<file path="src/rtl/spi_sram_responder.sv">
// SPI SRAM responder (23LC1024-style READ/WRITE/RDMR/WRMR) clocked directly by the SPI bit clock.
// Decodes cs_n/mosi, drives a registered miso and issues one-cycle accesses on a synchronous memory port.
//
// state  | meaning
// CMD    | shifting in the 8-bit command
// ADDR   | shifting in the 24-bit start address
// RDATA  | streaming read bytes out on miso
// WDATA  | collecting write bytes from mosi
// RDMR   | looping the mode register out on miso
// WRMR   | collecting the new mode byte
// IGNORE | idle until deselect
module spi_sram_responder #(
   parameter int ADDR_WIDTH = 24,
   parameter int PAGE_BYTES = 32
) (
   input  logic                  clk,
   input  logic                  arst_n,
   input  logic                  cs_n,
   input  logic                  mosi,
   output logic                  miso,
   output logic [ADDR_WIDTH-1:0] mem_addr,
   output logic                  mem_en,
   output logic                  mem_wr,
   output logic [7:0]            mem_wdata,
   input  logic [7:0]            mem_rdata
);

   localparam int PW = $clog2(PAGE_BYTES);

   typedef enum logic [2:0] {
      S_CMD, S_ADDR, S_RDATA, S_WDATA, S_RDMR, S_WRMR, S_IGNORE
   } state_t;

   state_t                state, state_d;
   logic [2:0]            bit_cnt;
   logic [1:0]            addr_byte;
   logic                  is_read;
   logic [6:0]            rx_sh;
   logic [7:0]            tx_sh;
   logic [7:0]            mode;
   logic [ADDR_WIDTH-2:0] addr_sh;
   logic [ADDR_WIDTH-1:0] nxt_addr;

   logic [7:0]            rx_byte;
   logic [ADDR_WIDTH-1:0] base;
   logic                  last_bit, addr_done, byte_mode, page_mode;
   logic                  strobe, strobe_wr, miso_d;
   logic [ADDR_WIDTH-1:0] strobe_addr;

   assign rx_byte   = {rx_sh, mosi};
   assign base      = {addr_sh, mosi};
   assign last_bit  = (bit_cnt == 3'd7);
   assign addr_done = (state == S_ADDR) && last_bit && (addr_byte == 2'd2);
   assign byte_mode = (mode[7:6] == 2'b00);
   assign page_mode = (mode[7:6] == 2'b10);

   // Page mode keeps the bits above the page offset fixed so the offset wraps.
   function automatic logic [ADDR_WIDTH-1:0] incr(input logic [ADDR_WIDTH-1:0] a, input logic page);
      logic [ADDR_WIDTH-1:0] r;
      r = a + 1'b1;
      if (page) r[ADDR_WIDTH-1:PW] = a[ADDR_WIDTH-1:PW];
      return r;
   endfunction

   always_ff @(posedge clk or negedge arst_n) begin
      if (!arst_n) state <= S_CMD;
      else         state <= state_d;
   end

   always_comb begin
      state_d = state;
      if (cs_n) begin
         state_d = S_CMD;
      end else begin
         case (state)
            S_CMD: if (last_bit) begin
               case (rx_byte)
                  8'h03, 8'h02: state_d = S_ADDR;
                  8'h05:        state_d = S_RDMR;
                  8'h01:        state_d = S_WRMR;
                  default:      state_d = S_IGNORE;
               endcase
            end
            S_ADDR:           if (addr_done) state_d = is_read ? S_RDATA : S_WDATA;
            S_RDATA, S_WDATA: if (last_bit && byte_mode) state_d = S_IGNORE;
            S_WRMR:           if (last_bit) state_d = S_IGNORE;
            default:          state_d = state;
         endcase
      end
   end

   always_comb begin
      strobe      = 1'b0;
      strobe_wr   = 1'b0;
      strobe_addr = nxt_addr;
      miso_d      = 1'b0;
      if (!cs_n) begin
         case (state)
            S_CMD:   if (last_bit && rx_byte == 8'h05) miso_d = mode[7];
            S_ADDR:  if (addr_done && is_read) begin
               strobe      = 1'b1;
               strobe_addr = base;
            end
            S_RDATA: begin
               miso_d = (bit_cnt == 3'd0) ? mem_rdata[7] : tx_sh[7];
               strobe = last_bit && !byte_mode;
            end
            S_WDATA: begin
               strobe    = last_bit;
               strobe_wr = 1'b1;
            end
            S_RDMR:  miso_d = mode[3'd6 - bit_cnt];
            default: miso_d = 1'b0;
         endcase
      end
   end

   always_ff @(posedge clk or negedge arst_n) begin
      if (!arst_n) begin
         miso      <= 1'b0;
         mem_en    <= 1'b0;
         mem_wr    <= 1'b0;
         mem_addr  <= '0;
         mem_wdata <= 8'h00;
         mode      <= 8'h40;
         bit_cnt   <= 3'd0;
         addr_byte <= 2'd0;
         is_read   <= 1'b0;
         rx_sh     <= 7'h00;
         tx_sh     <= 8'h00;
         addr_sh   <= '0;
         nxt_addr  <= '0;
      end else begin
         mem_en <= strobe;
         miso   <= miso_d;
         if (strobe) begin
            mem_addr <= strobe_addr;
            mem_wr   <= strobe_wr;
            nxt_addr <= incr(strobe_addr, page_mode);
            if (strobe_wr) mem_wdata <= rx_byte;
         end
         if (cs_n) begin
            bit_cnt <= 3'd0;
         end else begin
            bit_cnt <= bit_cnt + 3'd1;
            rx_sh   <= rx_byte[6:0];
            if (state == S_CMD && last_bit) begin
               is_read   <= (rx_byte == 8'h03);
               addr_byte <= 2'd0;
            end
            if (state == S_ADDR) begin
               addr_sh <= base[ADDR_WIDTH-2:0];
               if (last_bit) addr_byte <= addr_byte + 2'd1;
            end
            if (addr_done && !is_read) nxt_addr <= base;
            if (state == S_RDATA)
               tx_sh <= (bit_cnt == 3'd0) ? {mem_rdata[6:0], 1'b0} : {tx_sh[6:0], 1'b0};
            if (state == S_WRMR && last_bit) mode <= {rx_byte[7:6], 6'b0};
         end
      end
   end

endmodule

</file>
<file path="config.mk">
export PLATFORM = sky130hd
export DESIGN_NAME = spi_sram_responder
export DESIGN_NICKNAME = d
export VERILOG_FILES = /design/src/rtl/spi_sram_responder.sv
export SDC_FILE = /design/constraint.sdc
export NUM_CORES = 1
export LEC_CHECK = 0
export BUFFER_PORTS_ARGS = -buffer_cell sky130_fd_sc_hd__buf_2
export CELL_PAD_IN_SITES_DETAIL_PLACEMENT = 2
export CELL_PAD_IN_SITES_GLOBAL_PLACEMENT = 2
export CORE_ASPECT_RATIO = 1.1
export CORE_MARGIN = 2
export CORE_UTILIZATION = 38
export DETAILED_ROUTE_END_ITERATION = 6
export PLACE_DENSITY_LB_ADDON = 0.1
export SYNTH_ARGS = -nofsm -noshare
export SYNTH_HDL_FRONTEND = slang
export SYNTH_SLANG_ARGS = --single-unit
</file>
<file path="constraint.sdc">
create_clock -name clk -period 5.53 [get_ports clk]
set_input_delay 0.553 -clock clk [delete_from_list [all_inputs] [get_ports clk]]
set_output_delay 0.553 -clock clk [all_outputs]
set_load 0.03 [all_outputs]
</file>
After elaboration in Yosys (flattened, before gate mapping)

Index checks and enable logic that the tools add are counted.

Bits in registers: 108
Output and inout port bits: 35

Add/sub/neg operators: 4
Magnitude comparators: 1
Eq/ne operators: 16
Mux-type cells: 31
Bitwise operators: 1
Reduce and logical (&&, ||, !) cells: 23

Operators by type and width:

| operator                | count |
|---|---|
| $mux W24                | 6 |
| $add A24 B1 Y24 const B | 1 |
| $mux W19                | 1 |
| $mux W3                 | 6 |
| $eq A8 B2 Y1 const B    | 2 |
| $ne A3 B3 Y1 const B    | 4 |
| $pmux W3 S4             | 1 |
| $reduce_and A2 Y1       | 5 |
| $eq A3 B3 Y1 const B    | 3 |
| $logic_and A1 B1 Y1     | 9 |
| $mux W1                 | 9 |
| $pmux W3 S3             | 1 |
| $eq A8 B1 Y1 const B    | 1 |
| $eq A8 B3 Y1 const B    | 1 |
| $mux W8                 | 1 |
| $eq A3 B2 Y1 const B    | 2 |
| $logic_not A3 Y1        | 2 |
| $mux W2                 | 3 |
| $pmux W1 S3             | 2 |
| $reduce_and A5 Y1       | 1 |
| $reduce_bool A5 Y1      | 1 |
| $eq A2 B2 Y1 const B    | 2 |
| $lt A3 B4 Y1 const B    | 1 |
| $reduce_or A2 Y1        | 2 |
| other kinds (8)         | 9 |

Longest topological paths before layout

Gate-level depths: netlist of run 1.

Depth after elaboration: 12
Depth in mapped cells: 16

Worst setup path after synthesis of run 1

OpenSTA, ideal clock, no wires.

Path type: flip-flop to flip-flop
Start: reg bit_cnt[0]
End: reg nxt_addr[16]
Arrival: 3,422 ps
Required time: 5,406 ps
Path slack: 1,984 ps
Cell stages (with the launch flop): 17
Buffers on the path: 3
Period minus slack after synthesis: 3,546 ps
Cells stage by stage: dfrtp_1 > ha_1 > ha_1 > or3b_1 > buf_2 > nor2_8 > buf_2 > buf_2 > nand2_1 > nand2_1 > ha_1 > nand3_1 > nor3_1 > mux2i_4 > nor4_1 > xor2_1 > a211o_1

Cells in the longest elaborated chain, start to end: 12

Ends and longest elaborated chain:

| what                                  | RTL line | RTL |
|---|---|---|
| from (decl)                           | 35       | `logic [2:0] bit_cnt;` |
| from (signal assigned)                | 145      | `bit_cnt <= bit_cnt + 3'd1;` |
| $eq A3 B3 Y1 (*)                      | 52       | `assign last_bit = (bit_cnt == 3'd7);` |
| $logic_and A1 B1 Y1 (*) (2 in series) | 53       | `assign addr_done = (state == S_ADDR) && last_bit && (addr_byte == 2'd2);` |
| $logic_and A1 B1 Y1 (*)               | 100      | `S_ADDR: if (addr_done && is_read) begin` |
| $mux W24 (*)                          | 100      |  |
| $mux W24 (*)                          | 98       | `case (state)` |
| $mux W24 (*)                          | 97       | `if (!cs_n) begin` |
| net strobe_addr[0]                    | 48       | `logic [ADDR_WIDTH-1:0] strobe_addr;` |
| $add A24 B1 Y24 (*)                   | 60       | `r = a + 1'b1;` |
| $mux W19 (*)                          | 61       | `if (page) r[ADDR_WIDTH-1:PW] = a[ADDR_WIDTH-1:PW];` |
| $mux W24 (*)                          | 136      | `if (strobe) begin` |
| $mux W24                              | 155      | `if (addr_done && !is_read) nxt_addr <= base;` |
| $mux W24 (*)                          | 142      | `if (cs_n) begin` |
| to (signal assigned)                  | 139      | `nxt_addr <= incr(strobe_addr, page_mode);` |
| to (signal assigned)                  | 155      |  |
| to (decl)                             | 42       | `logic [ADDR_WIDTH-1:0] nxt_addr;` |

The timed path passes the listed nets; every way through them passes the cells marked *.
A chain may end at the register's enable or synchronous reset.

Final worst setup path of run 1

Start: reg bit_cnt[0]
End: reg nxt_addr[18]

Same word-level chain as after synthesis.

==> results of run 1 <==
==> flip-flops by register name, indices dropped and copies added, names as in the netlist <==
name / flops
addr_byte: 2
tx_sh: 7
mem_wdata: 8
bit_cnt: 3
mem_wr: 1
nxt_addr: 24
miso: 1
is_read: 1
state: 3
rx_sh: 7
addr_sh: 23
mem_en: 1
mem_addr: 24
mode: 2
==> cells in the mapped netlist, drive strengths merged (6+ instances only) <==
cell type	count
nand3	31
nand2	70
and2	7
ha	6
and3	11
buf	14
xor2	14
a31oi	20
nor3	16
a22oi	6
nand4	21
dfrtp	106
nor2	50
nor2b	6
inv	10
a21oi	20
mux2i	25
xnor2	10
clkbuf	24
o21ai	20
mux2	44
==> cell families after synthesis <==
| family | Yosys count | synth area share [%] |
|---|---|---|
| buffers and inverters | 49 | 3.41 |
| adder cells (fa/ha/maj) | 6 | 1.26 |
| multiplexers | 69 | 12.7 |
| flip-flops | 107 | 44.8 |
| AND/OR/NAND/NOR | 238 | 20.5 |
| AO/OA/AOI/OAI | 119 | 13.8 |
| XOR/XNOR | 24 | 3.52 |
==> cells in the final DEF, fill, tap and decap left out, types with 3 or more instances in the layout <==
cell type	count
a22oi_1	6
o22ai_1	4
a211oi_1	4
inv_1	10
xor2_1	14
clkinv_4	3
nand3_1	31
o211ai_1	5
a211o_1	3
nor3_2	3
a31oi_1	19
a21o_1	4
and2_1	7
nor2b_1	6
o21ai_0	19
ha_1	6
nand2b_1	3
nor2_1	48
nand2_1	70
buf_2	45
a21boi_0	3
buf_4	10
xnor2_1	10
nand4b_1	3
mux2_2	41
nor3_1	13
and3_1	11
o32ai_1	4
dfrtp_1	106
nand4_1	21
mux2i_1	24
clkbuf_16	9
a21oi_1	20
==> power by group <==
part           leakage [uW]  total (uW)  switching, uW  internal (uW)
registers           0.00144         965            119            846
logic               0.00142         177           86.7           90.0
clock network      0.000144         650            331            318
==> area by class of cell <==
| cell class | count | area (sq um) |
|---|---|---|
| fill | 1684 | 8880 |
| multi-input combinational | 456 | 3110 |
| sequential | 107 | 2680 |
| timing repair buffer | 55 | 300 |
| tap | 200 | 250 |
| clock buffer | 9 | 225 |
| clock inverter | 7 | 66.3 |
| inverter | 11 | 41.3 |
==> worst min path at each step <==
stage                     startpoint           end  slack, ns  cells after the start
after floorplan               arst_n  addr_byte[0]       0.26                      0
after global placement        mem_wr        mem_wr       0.46                      1
after detailed placement      mem_wr        mem_wr       0.47                      1
after CTS                     arst_n   addr_sh[22]       0.20                      1
after global routing          arst_n   addr_sh[22]       0.22                      1
final                         arst_n  mem_addr[21]       0.18                      1
==> metrics by stage <==
stage | util, % | instance area [sq um]
2_1_floorplan | - | 5980
3_3_place_gp | 41.0 | 6380
3_5_place_dp | 41.0 | 6380
4_1_cts | 42.9 | 6680
5_1_grt | 42.9 | 6680
6_report | 42.9 | 6680
==> worst register-to-register path: stages (launching register included) <==
cell and delay (ns):
dfrtp_1 0.45, ha_1 0.19, ha_1 0.20, or3b_1 0.55, nor2_8 0.53, nand2_1 0.19, nand2_1 0.10, ha_1 0.26
nand3_1 0.10, nor3_1 0.32, mux2i_4 0.25, a2111oi_2 0.48, mux2i_1 0.22, and3_1 0.17
==> layer usage <==
layer / wire [um] / vias to the layer above / GRT usage [%]
met4: 468 / 0 / 8.08
li1: - / 2302 / -
met2: 9960 / 75 / 42.7
met5: 0 / - / 0
met1: 8380 / 2660 / 30.1
met3: 399 / 28 / 3.07
==> out/qor.yml, run 1 <==
synthesis:
  async_flop_share_pct: 100
  ys_types: 75
  yosysTopAreaCellShare_pct: 44.4
  synth_top_area_cell: "dfrtp_1"
  yosys_warnings: 0
  synth_area_sq_um: 5980
  synth_edf_count: 0
  postSynthRegisterBits: 107
  synth_ff_type: "dfrtp_1"
  syn-num-nets: 630
  yosys-top-cells-area: "dfrtp_1 44%, mux2_2 7.7%, nand2_1 4.4%, mux2i_1 4.0%, nor2_1 3.0%"
  syn_area_per_cell_sq_um: 9.77
  synthCells: 612
  seq_area_frac_synth_pct: 44.8
power:
  leakage_uw: 0.00300
  total_power_uw: 1790
  ir_drop_v: 0.000197
  power.density_nw_per_um2: 268
worst_setup_path:
  startpoint_type: "flip-flop"
  end_kind: "flip-flop"
  rr_worst_depth: 13
  r2r_end: "nxt_addr[18]"
  cpPeakStageDelay_ns: 0.55
  path_common_cell: "ha_1"
  cp_max_fo: 37
  crit_buf_inv: 0
  crit_type: "flip-flop to flip-flop"
  setup.worst_path.end: "nxt_addr[18]"
  critPathLaunch: "bit_cnt[0]"
  crit_family: "simple AND/OR/NAND/NOR gates"
  cpMaxStageDelayCell: "or3b_1"
  cp_data_required_time_ns: 5.82
  critPathArrivalTime_ns: 4.39
  reg2reg_slack_ns: 1.43
  r2r-start: "bit_cnt[0]"
  worst-path-stages: 13
  path_cells: "ha_1 > ha_1 > or3b_1 > nor2_8 > nand2_1 > nand2_1 > ha_1 > nand3_1 > nor3_1 > mux2i_4 > a2111oi_2 > mux2i_1 > and3_1"
timing:
  fin_ws_ns: 1.43
  max-slew-margin-rel_pct: 37.5
  fin_skew_ns: 0.00852
  holdWs_ns: 0.184
  period_needed_ns: 4.10
  worst_slew_pin_slew_ns: 0.931
  rsz0062_at_grt: "false"
  max_freq_ghz: 0.244
  hold_violations: 0
  fin_setup_tns_ns: 0
  drv_slew: 0
  fin_crit_sh_pct: 74.1
  setup_viol_count_final: 0
die:
  num_io_pins: 47
  fp.dieW_um: 124
  dieHeight_um: 136
  start_util_pct: 38.4
  dieArea_sq_um: 16700
  core-area_sq_um: 15600
  std_cell_rows: 48
detailed_routing:
  drc: 0
  firstDrtPassIters: 4
  ant_nets: 0
  vias_per_cell: 5.99
  drtIter0Drc: 230
  routed_wl_um: 19200
  wl_per_cell_um: 22.7
  vias: 5065
grt:
  grt_max_degree: 68
  antenna_found_initial: 0
  grt_use_total_pct: 24.1
  grt_pass1_wl_um: 31000
  grt_pass1_vias: 5600
  grt-ovfl-total: 0
hold_path:
  hp-class: "input port to asynchronous set/reset pin"
clock_network:
  cts-hold-fix-buffers: 0
  ctsResizeCount: 0
  cts_made_buffers: 9
  post_cts_buffers: 0
  cts-root-buf: "clkbuf_16"
  clk_latency_ns: 0.36
  tritoncts: "yes"
  path_clk_slew_ns: 0.08
  htreeDepth: 3
  cts.sinks: 107
  max-clock-path-buffers: 2
final_layout:
  final_nets: 658
  drive_above_1_share_pct: 20.5
  antennaDiodeCount: 0
  fin_cells: 845
  syn_to_final_growth_pct: 11.7
placed_design:
  dpl_worst_slack_ns: 1.46
  dpl.hpwl_um: 12800
  dp_cells: 829
  port-buffer-count: 46
  gp_congestion: 0.825
flow_run:
  maxCapViolCount: 0
outcome:
  status: "finished, final reports clean"
Note: power is estimated with default switching activity, not from simulation.
==> run 2, diff against run 1 <==
--- a/config.mk
+++ b/config.mk
@@ -10,7 +10,7 @@
 export CELL_PAD_IN_SITES_GLOBAL_PLACEMENT = 2
 export CORE_ASPECT_RATIO = 1.1
 export CORE_MARGIN = 2
-export CORE_UTILIZATION = 38
+export CORE_UTILIZATION = 35
 export DETAILED_ROUTE_END_ITERATION = 6
 export PLACE_DENSITY_LB_ADDON = 0.1
 export SYNTH_ARGS = -nofsm -noshare
==> constraint.sdc (replaced) <==
create_clock -name clk -period 3.3 [get_ports clk]
set_input_delay 0.33 -clock clk [delete_from_list [all_inputs] [get_ports clk]]
set_output_delay 0.33 -clock clk [all_outputs]
set_load 0.03 [all_outputs]
==> out/qor.yml, run 2 (synthesis results as in run 1) <==
timing:
  fin_ws_ns: 0.163
  max_freq_ghz: 0.319
  period_needed_ns: 3.14
  drv_slew: 0
  setup_viol_count_final: 0
  rsz0062_at_grt: "false"
  max-slew-margin-rel_pct: 17.0
  hold_violations: 0
  holdWs_ns: 0.0683
  fin_crit_sh_pct: 95.1
  fin_setup_tns_ns: 0
  fin_skew_ns: 0.00700
  worst_slew_pin_slew_ns: 1.24
worst_setup_path:
  crit_buf_inv: 0
  critPathArrivalTime_ns: 3.39
  crit_family: "simple AND/OR/NAND/NOR gates"
  end_kind: "flip-flop"
  startpoint_type: "flip-flop"
  rr_worst_depth: 13
  cp_data_required_time_ns: 3.55
  path_common_cell: "nand2_1"
  worst-path-stages: 13
  cpMaxStageDelayCell: "or3b_4"
  crit_type: "flip-flop to flip-flop"
  path_cells: "ha_1 > ha_2 > or3b_4 > nor2_8 > nand2_1 > nand2_1 > ha_4 > nand3_1 > nor3_4 > mux2i_4 > nor4_2 > xor2_1 > a211o_1"
  cp_max_fo: 6
  cpPeakStageDelay_ns: 0.43
clock_network:
  path_clk_slew_ns: 0.08
  cts.sinks: 107
  tritoncts: "yes"
  max-clock-path-buffers: 2
  htreeDepth: 3
  cts_made_buffers: 9
  cts-hold-fix-buffers: 0
  cts-root-buf: "clkbuf_16"
  clk_latency_ns: 0.36
detailed_routing:
  wl_per_cell_um: 22.5
  vias: 5124
  routed_wl_um: 19700
  ant_nets: 0
  drc: 0
  drtIter0Drc: 220
  vias_per_cell: 5.86
  firstDrtPassIters: 4
die:
  dieHeight_um: 141
  start_util_pct: 35.4
  fp.dieW_um: 129
  dieArea_sq_um: 18100
  num_io_pins: 47
  core-area_sq_um: 16900
  std_cell_rows: 50
grt:
  grt_pass1_vias: 5581
  grt_pass1_wl_um: 31700
  grt_use_total_pct: 22.5
  grt_max_degree: 65
  grt-ovfl-total: 0
  antenna_found_initial: 0
final_layout:
  postLayoutCellArea_sq_um: 6940
  multiInputGateArea_sq_um: 3190
  most-common-layout-cells: "106 x dfrtp_1, 70 x nand2_1, 48 x nor2_1"
  drive_above_1_share_pct: 24.0
  nFillCells: 1845
  fin_cells: 875
  seq_area_sq_um: 2680
  antennaDiodeCount: 0
  final_common_cell: "dfrtp_1"
  syn_to_final_growth_pct: 16.1
  final_nets: 680
  reg_top3: "mem_addr x24, nxt_addr x24, addr_sh x23"
placed_design:
  gp_congestion: 0.841
  port-buffer-count: 46
  dpl_worst_slack_ns: 0.0436
  dp_cells: 855
  dpl-instance-area_sq_um: 6570
  dpl.hpwl_um: 13700
power:
  power.density_nw_per_um2: 437
  ir_drop_v: 0.000258
  leakage_uw: 0.00311
outcome:
  status: "finished, final reports clean"
hold_path:
  hp-class: "input port to asynchronous set/reset pin"
flow_run:
  maxCapViolCount: 0
## run 2: cell types whose count changed in the layout (fill, tap and decap cells not counted), sizes merged
cell,previous run,this run
clkinvlp,0,2
buf,55,76
mux2i,25,26
clkinv,4,2
## run 2: area by class of cell
type                    instances  share of cell area (%)
clock inverters                 7                   0.992
repair buffers                 76                    6.78
flip-flops and latches        107                    38.6
inverters                      11                   0.595
multi-input cells             457                    46.0
well taps                     208                    3.75
clock buffers                   9                    3.25
## run 2: routing by layer
layer  wire length [um]  global-route usage [%]
met4                441                    7.67
met2              10100                    38.9
met5                  0                       0
met1               8580                    29.0
met3                506                    2.88
## run 2: per-stage QoR
step	power, uW	utilization [%]
detailed placement	1970	38.9
CTS	3080	40.7
global placement	1940	38.9
floorplan	1780	-
finish	3030	41.1
global route	3180	41.1
## run 2: worst paths after layout
check / startpoint / endpoint / slack [ns]
max in group asynchronous: arst_n / addr_sh[11] / 2.47
min in group clk: mem_rdata[0] / tx_sh[1] / 0.21
min: arst_n / addr_sh[21] / 0.07
max: bit_cnt[1] / nxt_addr[16] / 0.16
min reg2reg: mem_wr / mem_wr / 0.49
max reg2reg: bit_cnt[1] / nxt_addr[16] / 0.16
## run 2: report_power, final
| group | switching (uW) | leakage [uW] | total (uW) | internal [uW] |
|---|---|---|---|---|
| Clock | 560 | 0.000140 | 1100 | 536 |
| Sequential | 176 | 0.00144 | 1590 | 1420 |
| Combinational | 173 | 0.00153 | 341 | 168 |
## run 2: timing repair
item	in CTS	in global routing
gates resized for setup	0	6
setup buffers	0	3
setup endpoints to repair	0	5
